--- config.mk ---
export PLATFORM = sky130hd
export DESIGN_NAME = regfile_wb_scheduler
export DESIGN_NICKNAME = d
export VERILOG_FILES = /design/src/rtl/regfile_pkg.sv /design/src/rtl/rr_pick.sv /design/src/rtl/regfile_wb_scheduler.sv
export SDC_FILE = /design/constraint.sdc
export NUM_CORES = 1
export LEC_CHECK = 0
export BUFFER_PORTS_ARGS = -buffer_cell sky130_fd_sc_hd__buf_2
export CAP_MARGIN = 5
export CELL_PAD_IN_SITES_DETAIL_PLACEMENT = 1
export CELL_PAD_IN_SITES_GLOBAL_PLACEMENT = 1
export CORE_MARGIN = 1.5
export CORE_UTILIZATION = 25
export DETAILED_ROUTE_END_ITERATION = 8
export PLACE_DENSITY_LB_ADDON = 0.15
export SYNTH_ARGS = -nofsm -noshare
export SYNTH_HDL_FRONTEND = slang
export SYNTH_SLANG_ARGS = --single-unit
--- constraint.sdc ---
create_clock -name clk -period 9.8 [get_ports clk]
set_clock_uncertainty 0.1 [all_clocks]
set_input_delay 0.98 -clock clk [delete_from_list [all_inputs] [get_ports clk]]
set_output_delay 0.98 -clock clk [all_outputs]
set_load 0.05 [all_outputs]
--- src/rtl/regfile_pkg.sv ---
// -----------------------------------------------------------------------------
// regfile_pkg
// Shared definitions for the register-file write-back scheduler slice.
//   ADDR_W / DATA_W : register address and data widths of the 32x32 file
//   IDX_W           : width of a requester index (up to 8 requesters)
//   ZERO_REG        : hard-wired zero register; writes to it are suppressed
//   reg_addr_t, reg_data_t, req_idx_t, wb_slot_t : common types
//   rr_next()       : round-robin successor of a requester index
// -----------------------------------------------------------------------------
package regfile_pkg;

   localparam int ADDR_W = 5;
   localparam int DATA_W = 32;
   localparam int IDX_W  = 3;

   localparam logic [ADDR_W-1:0] ZERO_REG = 5'd0;

   typedef logic [ADDR_W-1:0] reg_addr_t;
   typedef logic [DATA_W-1:0] reg_data_t;
   typedef logic [IDX_W-1:0]  req_idx_t;

   typedef struct packed {
      logic      vld;
      reg_addr_t addr;
      reg_data_t data;
   } wb_slot_t;

   // (idx + 1) mod n, for n in 2..8
   function automatic req_idx_t rr_next(input req_idx_t idx, input logic [3:0] n);
      logic [3:0] nxt_v;
      nxt_v = {1'b0, idx} + 4'd1;
      if (nxt_v >= n) begin
         rr_next = 3'd0;
      end else begin
         rr_next = nxt_v[IDX_W-1:0];
      end
   endfunction

endpackage

--- src/rtl/rr_pick.sv ---
// -----------------------------------------------------------------------------
// rr_pick
// Combinational rotating-priority picker: returns the first eligible request
// at or after `start`, wrapping modulo N.
//   N      : number of requesters (2..8)
//   req    in  N      request vector
//   excl   in  N      exclusion mask (excluded requests are never picked)
//   start  in  IDX_W  index with highest priority this cycle (must be < N)
//   gnt    out N      one-hot grant (all zero when nothing is eligible)
//   idx    out IDX_W  index of the granted requester
//   found  out 1      a requester was granted
// -----------------------------------------------------------------------------
module rr_pick
   import regfile_pkg::*;
#(
   parameter int N = 3
) (
   input  logic [N-1:0]     req,
   input  logic [N-1:0]     excl,
   input  logic [IDX_W-1:0] start,
   output logic [N-1:0]     gnt,
   output logic [IDX_W-1:0] idx,
   output logic             found
);

   logic [N-1:0] elig_s;
   logic [3:0]   dist_s;
   logic [3:0]   best_s;

   assign elig_s = req & ~excl;

   // Pick the eligible requester with the smallest rotated distance from start
   always_comb begin
      found  = 1'b0;
      idx    = '0;
      best_s = 4'd0;
      dist_s = 4'd0;
      for (int i = 0; i < N; i++) begin
         if (4'(i) >= {1'b0, start}) begin
            dist_s = 4'(i) - {1'b0, start};
         end else begin
            dist_s = 4'(i) + 4'(N) - {1'b0, start};
         end
         if (elig_s[i] && (!found || (dist_s < best_s))) begin
            best_s = dist_s;
            idx    = IDX_W'(i);
            found  = 1'b1;
         end else begin
            best_s = best_s;
         end
      end
   end

   // Expand the winning index into a one-hot grant
   always_comb begin
      gnt = '0;
      for (int i = 0; i < N; i++) begin
         gnt[i] = found && (idx == IDX_W'(i));
      end
   end

endmodule

--- src/rtl/regfile_wb_scheduler.sv ---
// -----------------------------------------------------------------------------
// regfile_wb_scheduler
// Round-robin write-back scheduler for a dual-write-port register file.
// Up to two requesters are granted per cycle; the second grant never targets
// the same register as the first, so same-register writes land in scan order.
// Granted writes are registered and drive the register file write ports for
// the following cycle (the file writes on the negedge).
//
// Optional feature macro: REGFILE_WB_BYPASS_EN (adds read-port forwarding of
// the registered writes so readers see them before the negedge write).
//
// Ports:
//   clk, rst               clock; asynchronous active-high reset
//   req_valid/req_ready    per-requester handshake (ready is combinational)
//   req_reg/req_data       packed per-requester destination and data
//   write_reg1/2, write_data1/2, reg_write1/2   registered write ports
//   read_reg1/2, rf_data1/2, read_data1/2       bypass ports (macro only)
// -----------------------------------------------------------------------------
module regfile_wb_scheduler #(
   parameter int NUM_REQ = 3,
   parameter int ADDR_W  = 5,
   parameter int DATA_W  = 32
) (
   input  logic                        clk,
   input  logic                        rst,
   input  logic [NUM_REQ-1:0]          req_valid,
   output logic [NUM_REQ-1:0]          req_ready,
   input  logic [NUM_REQ*ADDR_W-1:0]   req_reg,
   input  logic [NUM_REQ*DATA_W-1:0]   req_data,
`ifdef REGFILE_WB_BYPASS_EN
   input  logic [ADDR_W-1:0]           read_reg1,
   input  logic [ADDR_W-1:0]           read_reg2,
   input  logic [DATA_W-1:0]           rf_data1,
   input  logic [DATA_W-1:0]           rf_data2,
   output logic [DATA_W-1:0]           read_data1,
   output logic [DATA_W-1:0]           read_data2,
`endif
   output logic [ADDR_W-1:0]           write_reg1,
   output logic [DATA_W-1:0]           write_data1,
   output logic                        reg_write1,
   output logic [ADDR_W-1:0]           write_reg2,
   output logic [DATA_W-1:0]           write_data2,
   output logic                        reg_write2
);

   import regfile_pkg::*;

   logic [IDX_W-1:0]   rr_ptr_r;
   logic [IDX_W-1:0]   rr_nxt_s;
   logic [NUM_REQ-1:0] valid_s;
   logic [NUM_REQ-1:0] gnt1_s;
   logic [NUM_REQ-1:0] gnt2_s;
   logic [NUM_REQ-1:0] excl2_s;
   logic [IDX_W-1:0]   idx1_s;
   logic [IDX_W-1:0]   idx2_s;
   logic               found1_s;
   logic               found2_s;
   logic [ADDR_W-1:0]  slot1_reg_s;
   logic [ADDR_W-1:0]  slot2_reg_s;
   logic [DATA_W-1:0]  slot1_data_s;
   logic [DATA_W-1:0]  slot2_data_s;

   // Nothing is granted while reset is asserted
   assign valid_s   = rst ? '0 : req_valid;
   assign req_ready = gnt1_s | gnt2_s;

   rr_pick #(.N(NUM_REQ)) u_pick1 (
      .req   (valid_s),
      .excl  ({NUM_REQ{1'b0}}),
      .start (rr_ptr_r),
      .gnt   (gnt1_s),
      .idx   (idx1_s),
      .found (found1_s)
   );

   // Slot 2 scans from the same pointer; slot 1 is the first valid requester,
   // so excluding it (and its register) yields the next distinct-reg requester.
   rr_pick #(.N(NUM_REQ)) u_pick2 (
      .req   (valid_s),
      .excl  (excl2_s),
      .start (rr_ptr_r),
      .gnt   (gnt2_s),
      .idx   (idx2_s),
      .found (found2_s)
   );

   // Select the slot-1 destination and data with the one-hot grant
   always_comb begin
      slot1_reg_s  = '0;
      slot1_data_s = '0;
      for (int i = 0; i < NUM_REQ; i++) begin
         slot1_reg_s  = slot1_reg_s  | ({ADDR_W{gnt1_s[i]}} & req_reg[i*ADDR_W +: ADDR_W]);
         slot1_data_s = slot1_data_s | ({DATA_W{gnt1_s[i]}} & req_data[i*DATA_W +: DATA_W]);
      end
   end

   // Exclude slot 1 and every requester targeting slot 1's register
   always_comb begin
      excl2_s = gnt1_s;
      for (int i = 0; i < NUM_REQ; i++) begin
         excl2_s[i] = gnt1_s[i] | (found1_s && (req_reg[i*ADDR_W +: ADDR_W] == slot1_reg_s));
      end
   end

   // Select the slot-2 destination and data with the one-hot grant
   always_comb begin
      slot2_reg_s  = '0;
      slot2_data_s = '0;
      for (int i = 0; i < NUM_REQ; i++) begin
         slot2_reg_s  = slot2_reg_s  | ({ADDR_W{gnt2_s[i]}} & req_reg[i*ADDR_W +: ADDR_W]);
         slot2_data_s = slot2_data_s | ({DATA_W{gnt2_s[i]}} & req_data[i*DATA_W +: DATA_W]);
      end
   end

   // Pointer moves past the last granted requester; holds with no grant
   always_comb begin
      if (found2_s) begin
         rr_nxt_s = rr_next(idx2_s, 4'(NUM_REQ));
      end else if (found1_s) begin
         rr_nxt_s = rr_next(idx1_s, 4'(NUM_REQ));
      end else begin
         rr_nxt_s = rr_ptr_r;
      end
   end

   // Arbitration pointer and registered write ports; r0 writes are dropped
   always_ff @(posedge clk or posedge rst) begin
      if (rst) begin
         rr_ptr_r    <= '0;
         reg_write1  <= 1'b0;
         reg_write2  <= 1'b0;
         write_reg1  <= '0;
         write_reg2  <= '0;
         write_data1 <= '0;
         write_data2 <= '0;
      end else begin
         rr_ptr_r   <= rr_nxt_s;
         reg_write1 <= found1_s && (slot1_reg_s != ADDR_W'(ZERO_REG));
         reg_write2 <= found2_s && (slot2_reg_s != ADDR_W'(ZERO_REG));
         if (found1_s) begin
            write_reg1  <= slot1_reg_s;
            write_data1 <= slot1_data_s;
         end
         if (found2_s) begin
            write_reg2  <= slot2_reg_s;
            write_data2 <= slot2_data_s;
         end
      end
   end

`ifdef REGFILE_WB_BYPASS_EN
   // Forward the pending writes; reg_writeN is never set for r0, and the
   // explicit r0 check keeps r0 reads on the raw file data regardless.
   always_comb begin
      if ((read_reg1 != ADDR_W'(ZERO_REG)) && reg_write2 && (write_reg2 == read_reg1)) begin
         read_data1 = write_data2;
      end else if ((read_reg1 != ADDR_W'(ZERO_REG)) && reg_write1 && (write_reg1 == read_reg1)) begin
         read_data1 = write_data1;
      end else begin
         read_data1 = rf_data1;
      end
   end

   // Same forwarding for read port 2
   always_comb begin
      if ((read_reg2 != ADDR_W'(ZERO_REG)) && reg_write2 && (write_reg2 == read_reg2)) begin
         read_data2 = write_data2;
      end else if ((read_reg2 != ADDR_W'(ZERO_REG)) && reg_write1 && (write_reg1 == read_reg2)) begin
         read_data2 = write_data1;
      end else begin
         read_data2 = rf_data2;
      end
   end
`endif

endmodule
After elaboration in Yosys (flattened, before gate mapping)
Index checks and enable logic that the tools add are counted.
{"block": "totals", "ff_bits": 79, "latchBits": 0, "ram_bits": 0, "romBits": 0, "inputBits": 116, "word_cells": 107, "n_memories": 0}
{"block": "classes", "addsub": 8, "n_mul": 0, "n_div": 0, "order_cmp": 9, "eq_ne": 7, "shifts": 0, "n_mux": 22, "bitwise": 26, "n_reduce_logical": 28}
{"operator": "32-bit AND", "n": 6}
{"operator": "32-bit bitwise OR", "n": 4}
{"operator": "5-bit AND", "n": 6}
{"operator": "4-bit two-way mux", "n": 7}
{"operator": "5-bit bitwise OR", "n": 4}
{"operator": "4-bit less-than comparator", "n": 4}
{"operator": "5-bit equality test", "n": 3}
{"operator": "1-bit logical AND", "n": 15}
{"operator": "3-bit two-way mux", "n": 5}
{"operator": "5-bit nonzero test", "n": 2}
{"operator": "3-bit by 1-bit adder with 4-bit output (second input constant)", "n": 2}
{"operator": "4-bit by 2-bit >= comparator with 1-bit output (second input constant)", "n": 2}
{"operator": "1-bit two-way mux", "n": 8}
{"operator": "1-bit by 3-bit subtractor with 4-bit output (first input constant)", "n": 2}
{"operator": "2-bit by 3-bit subtractor with 4-bit output (first input constant)", "n": 2}
{"operator": "3-bit by 3-bit subtractor with 4-bit output (first input constant)", "n": 2}
{"operator": "1-bit by 3-bit >= comparator with 1-bit output (first input constant)", "n": 2}
{"operator": "3-bit logical NOT", "n": 2}
{"operator": "2-bit by 1-bit equality test with 1-bit output (second input constant)", "n": 2}
{"operator": "2-bit equality test (second input constant)", "n": 2}
{"operator": "1-bit logical NOT", "n": 4}
{"operator": "1-bit logical OR", "n": 4}
{"operator": "2-bit two-way mux", "n": 2}
{"operator": "3-bit AND", "n": 1}
{"operator": "other kinds (5)", "n": 7}

Longest topological paths before layout
{"block": "logic_depth", "ltp_word": 37, "mapped_depth": 49, "depth_no_buf": 37}

Hierarchy
Synthesis repeated with hierarchy kept, for this count alone.
{"block": "unflattened", "hier_cells": 586, "area_unflattened_um2": 5416.4}
{"module": "regfile_wb_scheduler", "instances": 1, "cells_per_inst": 422, "area_each_um2": 4142.7, "seq_area_each_um2": 1976.9}
{"module": "rr_pick", "instances": 2, "cells_per_inst": 82, "area_each_um2": 636.9, "seq_area_each_um2": 0.0}

Least setup slack after synthesis
No wires, ideal clock.
{"block": "synth_timing", "path_kind": "reg-to-output", "startpoint": "reg rr_ptr_r[0]", "endpoint": "out req_ready[1]", "arrival_ns": 9.081, "path_slack_ns": -0.361, "stages_incl_launch_ff": 44, "n_path_buf": 9, "cell_sequence": "dfrtp_1 > buf_4 > inv_1 > ha_1 > ha_1 > buf_2 > o21ai_0 > nand2_1 > ha_1 > a211oi_2 > o21a_1 > nor2_1 > a21oi_1 > clkbuf_1 > buf_1 > clkbuf_1 > a21oi_1 > ha_1 > [... 8 more ...] > ha_1 > a21oi_1 > nor2b_1 > o21a_1 > o221ai_1 > o211a_1 > buf_6 > buf_6 > buf_4 > buf_2 > nor2_1 > a21oi_1 > ha_1 > a211o_1 > a21oi_1 > mux2_4 > o21ai_2 > a22o_1"}
{"block": "synth_between", "elab_chain_cells": 33, "word_cells_on_any_way": 65, "cone_classes": "add/sub: 6; order compare: 7; eq/ne: 6; mux: 16; bitwise: 11; reduce/logical: 19"}
{"item": "start, declared", "line": "regfile_wb_scheduler.sv:48", "text": "logic [IDX_W-1:0] rr_ptr_r;"}
{"item": "start signal, assigned", "line": "regfile_wb_scheduler.sv:137", "text": "rr_ptr_r <= rr_nxt_s;"}
{"item": "2-bit by 3-bit subtractor with 4-bit output, or another cell as far along", "line": "rr_pick.sv:42", "text": "dist_s = 4'(i) + 4'(N) - {1'b0, start};"}
{"item": "4-bit two-way mux", "line": "rr_pick.sv:39", "text": "if (4'(i) >= {1'b0, start}) begin"}
{"item": "4-bit two-way mux", "line": "rr_pick.sv:44", "text": "if (elig_s[i] && (!found || (dist_s < best_s))) begin"}
{"item": "4-bit less-than comparator", "line": "rr_pick.sv:44"}
{"item": "1-bit logical OR", "line": "rr_pick.sv:44"}
{"item": "1-bit logical AND", "line": "rr_pick.sv:44"}
{"item": "4-bit two-way mux / 1-bit two-way mux (equally long branches)", "line": "rr_pick.sv:44"}
{"item": "4-bit less-than comparator / 1-bit logical NOT (equally long branches)", "line": "rr_pick.sv:44"}
{"item": "[... 17 more ...]"}
{"item": "4-bit two-way mux / 1-bit two-way mux (equally long branches)", "line": "rr_pick.sv:44"}
{"item": "4-bit less-than comparator / 1-bit logical NOT (equally long branches)", "line": "rr_pick.sv:44"}
{"item": "1-bit logical OR", "line": "rr_pick.sv:44"}
{"item": "1-bit logical AND", "line": "rr_pick.sv:44"}
{"item": "2-bit two-way mux", "line": "rr_pick.sv:44"}
{"item": "2-bit by 1-bit equality test with 1-bit output", "line": "rr_pick.sv:58", "text": "gnt[i] = found && (idx == IDX_W'(i));"}
{"item": "1-bit logical AND", "line": "rr_pick.sv:58"}
{"item": "3-bit bitwise OR *", "line": "regfile_wb_scheduler.sv:65", "text": "assign req_ready = gnt1_s | gnt2_s;"}
{"item": "end, declared", "line": "regfile_wb_scheduler.sv:27", "text": "output logic [NUM_REQ-1:0] req_ready,"}
Mark *: on every way between the ends. The rest lies on a longest branch, timed or not.

Worst setup path after layout
{"block": "layout_timing", "startpoint": "reg rr_ptr_r[2]", "endpoint": "out req_ready[1]"}
Same word-level chain as after synthesis.

==> out/qor.txt <==
maximum vdd drop: 0.1431 mV
outcome: finished, final reports clean
CTS Buf Count: 9
Max Clk Rate: 106.8 MHz
FP Rows: 57
ys flop type: dfrtp_1
total length of routed wires: 25,620 µm
Port-buffer cells: 194
vias in the first global route: 6,923
max cap viols: 0
Post-synth ARST share: 100.0%
IO Pins: 195
critical path fanouts, max: 13
hold crit path type: register to register
detailed placement HPWL: 18,100 µm
core area: 24,250 µm²
final number of hold-violating endpoints: 0
Critical Path Start Type: register
largest net degree at the start of global routing: 59
Clk Latency, worst-skew pair: 0.33 ns
setup violators final: 0
remaining global-route overflow: 0
Die W: 159.8 µm
Worst Path Required: 8.72 ns
Clock transition at path regs: 0.06 ns
Least-Margin Pin Slew: 1.117 ns
leading area contributor after synthesis: dfrtp_1
largest cells by area after synthesis: dfrtp_1 (32%), mux2i_1 (6.2%), a221o_1 (5.5%)
post-synth top area share: 32.18%
critical path arrival: 8.28 ns
Final WS setup: 0.4366 ns
CTS root buf: clkbuf_16
Mapped Nets: 801
dpl cell area: 7366 µm²
initial antenna violation count: 1
wire per inst: 21.92 µm
Synth cell types: 78
DR vias: 6,392
Vias/cell: 5.468
Synth Cell Area: 6143 µm²
Synth Area per Inst: 9.238 µm²
DR pass1 iterations: 5
crit path capture type: output pin
Yosys reg bits: 79
Leak: 3.422 nW
number of enable flip-flop cells after synthesis: 0
fillers: 2,896
PD cells: 399.5 nW/µm²
fin nets: 976
pre-CTS setup slack: 0.1978 ns
GPL Wtd Cong: 0.8501
CTS tree: done
Slew HR: 25.37%
final max-slew violation count: 0
first-pass GRT wire length: 40,210 µm
hold_ws: 0.3818 ns
Global Route Usage Sum: 20.10%
CTS Buffer Depth: 2
layout cell share with drive strength beyond 1: 33.29%
Routed Antenna Nets: 0
period utilization: 95.55%
Overall Power: 3.096 mW
Crit-path slowest cell: dfrtp_2
residual DRC count: 0
Area Overhead vs Synth: 26.15%
die span in y: 159.8 µm
Yosys warnings: 0
# clock sinks: 79
Synth Instances: 665
min Tclk post-route: 9.363 ns
drt initial violations: 413
critical path type: register to output pin
Final Instance Area: 7750 µm²
# H-tree levels: 3
Die Area: 25,520 µm²
Initial Util: 25.34%
max incr delay on CP: 0.47 ns
sequential fraction of the synthesis area: 32.18%
[metrics by stage]
| step | util, % | setup TNS [ns] | cells |
|---|---|---|---|
| after floorplan | - | 0 | 665 |
| after global placement | 30.38 | 0 | 1148 |
| after detailed placement | 30.38 | 0 | 1148 |
| after CTS | 31.62 | 0 | 1164 |
| after global routing | 31.96 | -0.04743 | 1169 |
| final | 31.96 | 0 | 1169 |
[routing by layer]
metal	GRT usage, %	up-vias	part of all wire [%]
met3	4.675	28	6.3
li1	-	2897	-
met1	25.34	3233	44
met2	34.66	234	48
met5	0	-	0
met4	4.717	0	1.6
[cell usage after synthesis, types with 7 or more instances]
| master | count |
|---|---|
| a21oi_1 | 38 |
| a221o_1 | 34 |
| a22o_1 | 17 |
| a22oi_1 | 26 |
| buf_2 | 7 |
| buf_6 | 10 |
| clkbuf_1 | 20 |
| dfrtp_1 | 79 |
| ha_1 | 20 |
| inv_1 | 19 |
| mux2_4 | 13 |
| mux2i_1 | 38 |
| nand2_1 | 68 |
| nand2b_1 | 7 |
| nand3_1 | 40 |
| nor2_1 | 51 |
| o21ai_0 | 27 |
| o22ai_1 | 8 |
| o2bb2ai_1 | 16 |
[placed cells by master (no fill, tap or decap), types with 5 or more instances in the layout]
cell / n
inv_1: 18
a31oi_1: 5
o22ai_1: 8
buf_4: 16
nor2_1: 51
mux2i_1: 37
a21o_1: 5
nand2b_1: 7
mux2_4: 13
a22o_1: 17
ha_1: 18
nand2_1: 68
buf_2: 194
a221o_1: 34
mux2_2: 5
o2bb2ai_1: 16
o221ai_1: 5
a21oi_1: 34
dfrtp_1: 76
clkbuf_16: 9
o21ai_1: 5
a22oi_1: 26
o21ai_0: 26
nand3_1: 40
a21oi_4: 6
[final timing paths]
check / end / cells past startpoint / startpoint / slack (ns)
min in group asynchronous: write_data1[29] / 2 / rst / 0.62
min: write_reg1[0] / 1 / write_reg1[0] / 0.38
min reg2reg: write_reg1[0] / 1 / write_reg1[0] / 0.38
max: req_ready[1] / 36 / rr_ptr_r[2] / 0.44
max reg2reg: write_data2[14] / 35 / rr_ptr_r[2] / 1.14
max in group asynchronous: write_data2[23] / 3 / rst / 7.79
[cell families after synthesis]
| kind of cell | after synthesis | synth area share, % |
|---|---|---|
| flops | 79 | 32.18 |
| xor+xnor | 1 | 0.1426 |
| simple gates | 198 | 15.34 |
| mux | 59 | 11.02 |
| fa+ha+maj | 20 | 4.073 |
| compound gates | 242 | 31.55 |
| buf+inv | 66 | 5.703 |
[area by class of cell]
class                      count  area (µm²)  area share (%)
antenna                        1       2.502         0.03229
clock buffer                  11       232.7           3.003
clock inverter                 4       47.55          0.6135
inverter                      19       72.57          0.9364
multi-input combinational    521        3918           50.55
sequential                    79        1981           25.56
tap                          324       405.4           5.231
timing repair buffer         210        1091           14.08
[what timing repair did]
action                                  in CTS  in global routing
hold buffers                                 0                  0
endpoints found under the setup margin       3                  3
cloned                                       1                  0
resized for setup                            4                 10
buffers inserted                             0                  4
[report_power, final]
| part | total, mW | switching (mW) | internal [mW] |
|---|---|---|---|
| clock network | 0.334 | 0.139 | 0.195 |
| registers | 0.580 | 0.0946 | 0.485 |
| logic | 2.18 | 1.50 | 0.680 |
[registers in the layout (all words and copies together), names as in the netlist]
signal,count
write_data2,32
rr_ptr_r,3
write_reg2,5
reg_write2,1
write_data1,32
write_reg1,5
reg_write1,1
[critical path: cells and delay by family, from the launching register on]
kind	cells	cell delay (ns)
AOI/OAI and AO/OA	20	4.38
adders and majority gates	5	1.48
buffers and inverters	4	0.78
DFF	1	0.47
muxes	1	0.21
and+or+nand+nor	6	0.59
(Power assumes the default switching activity.)
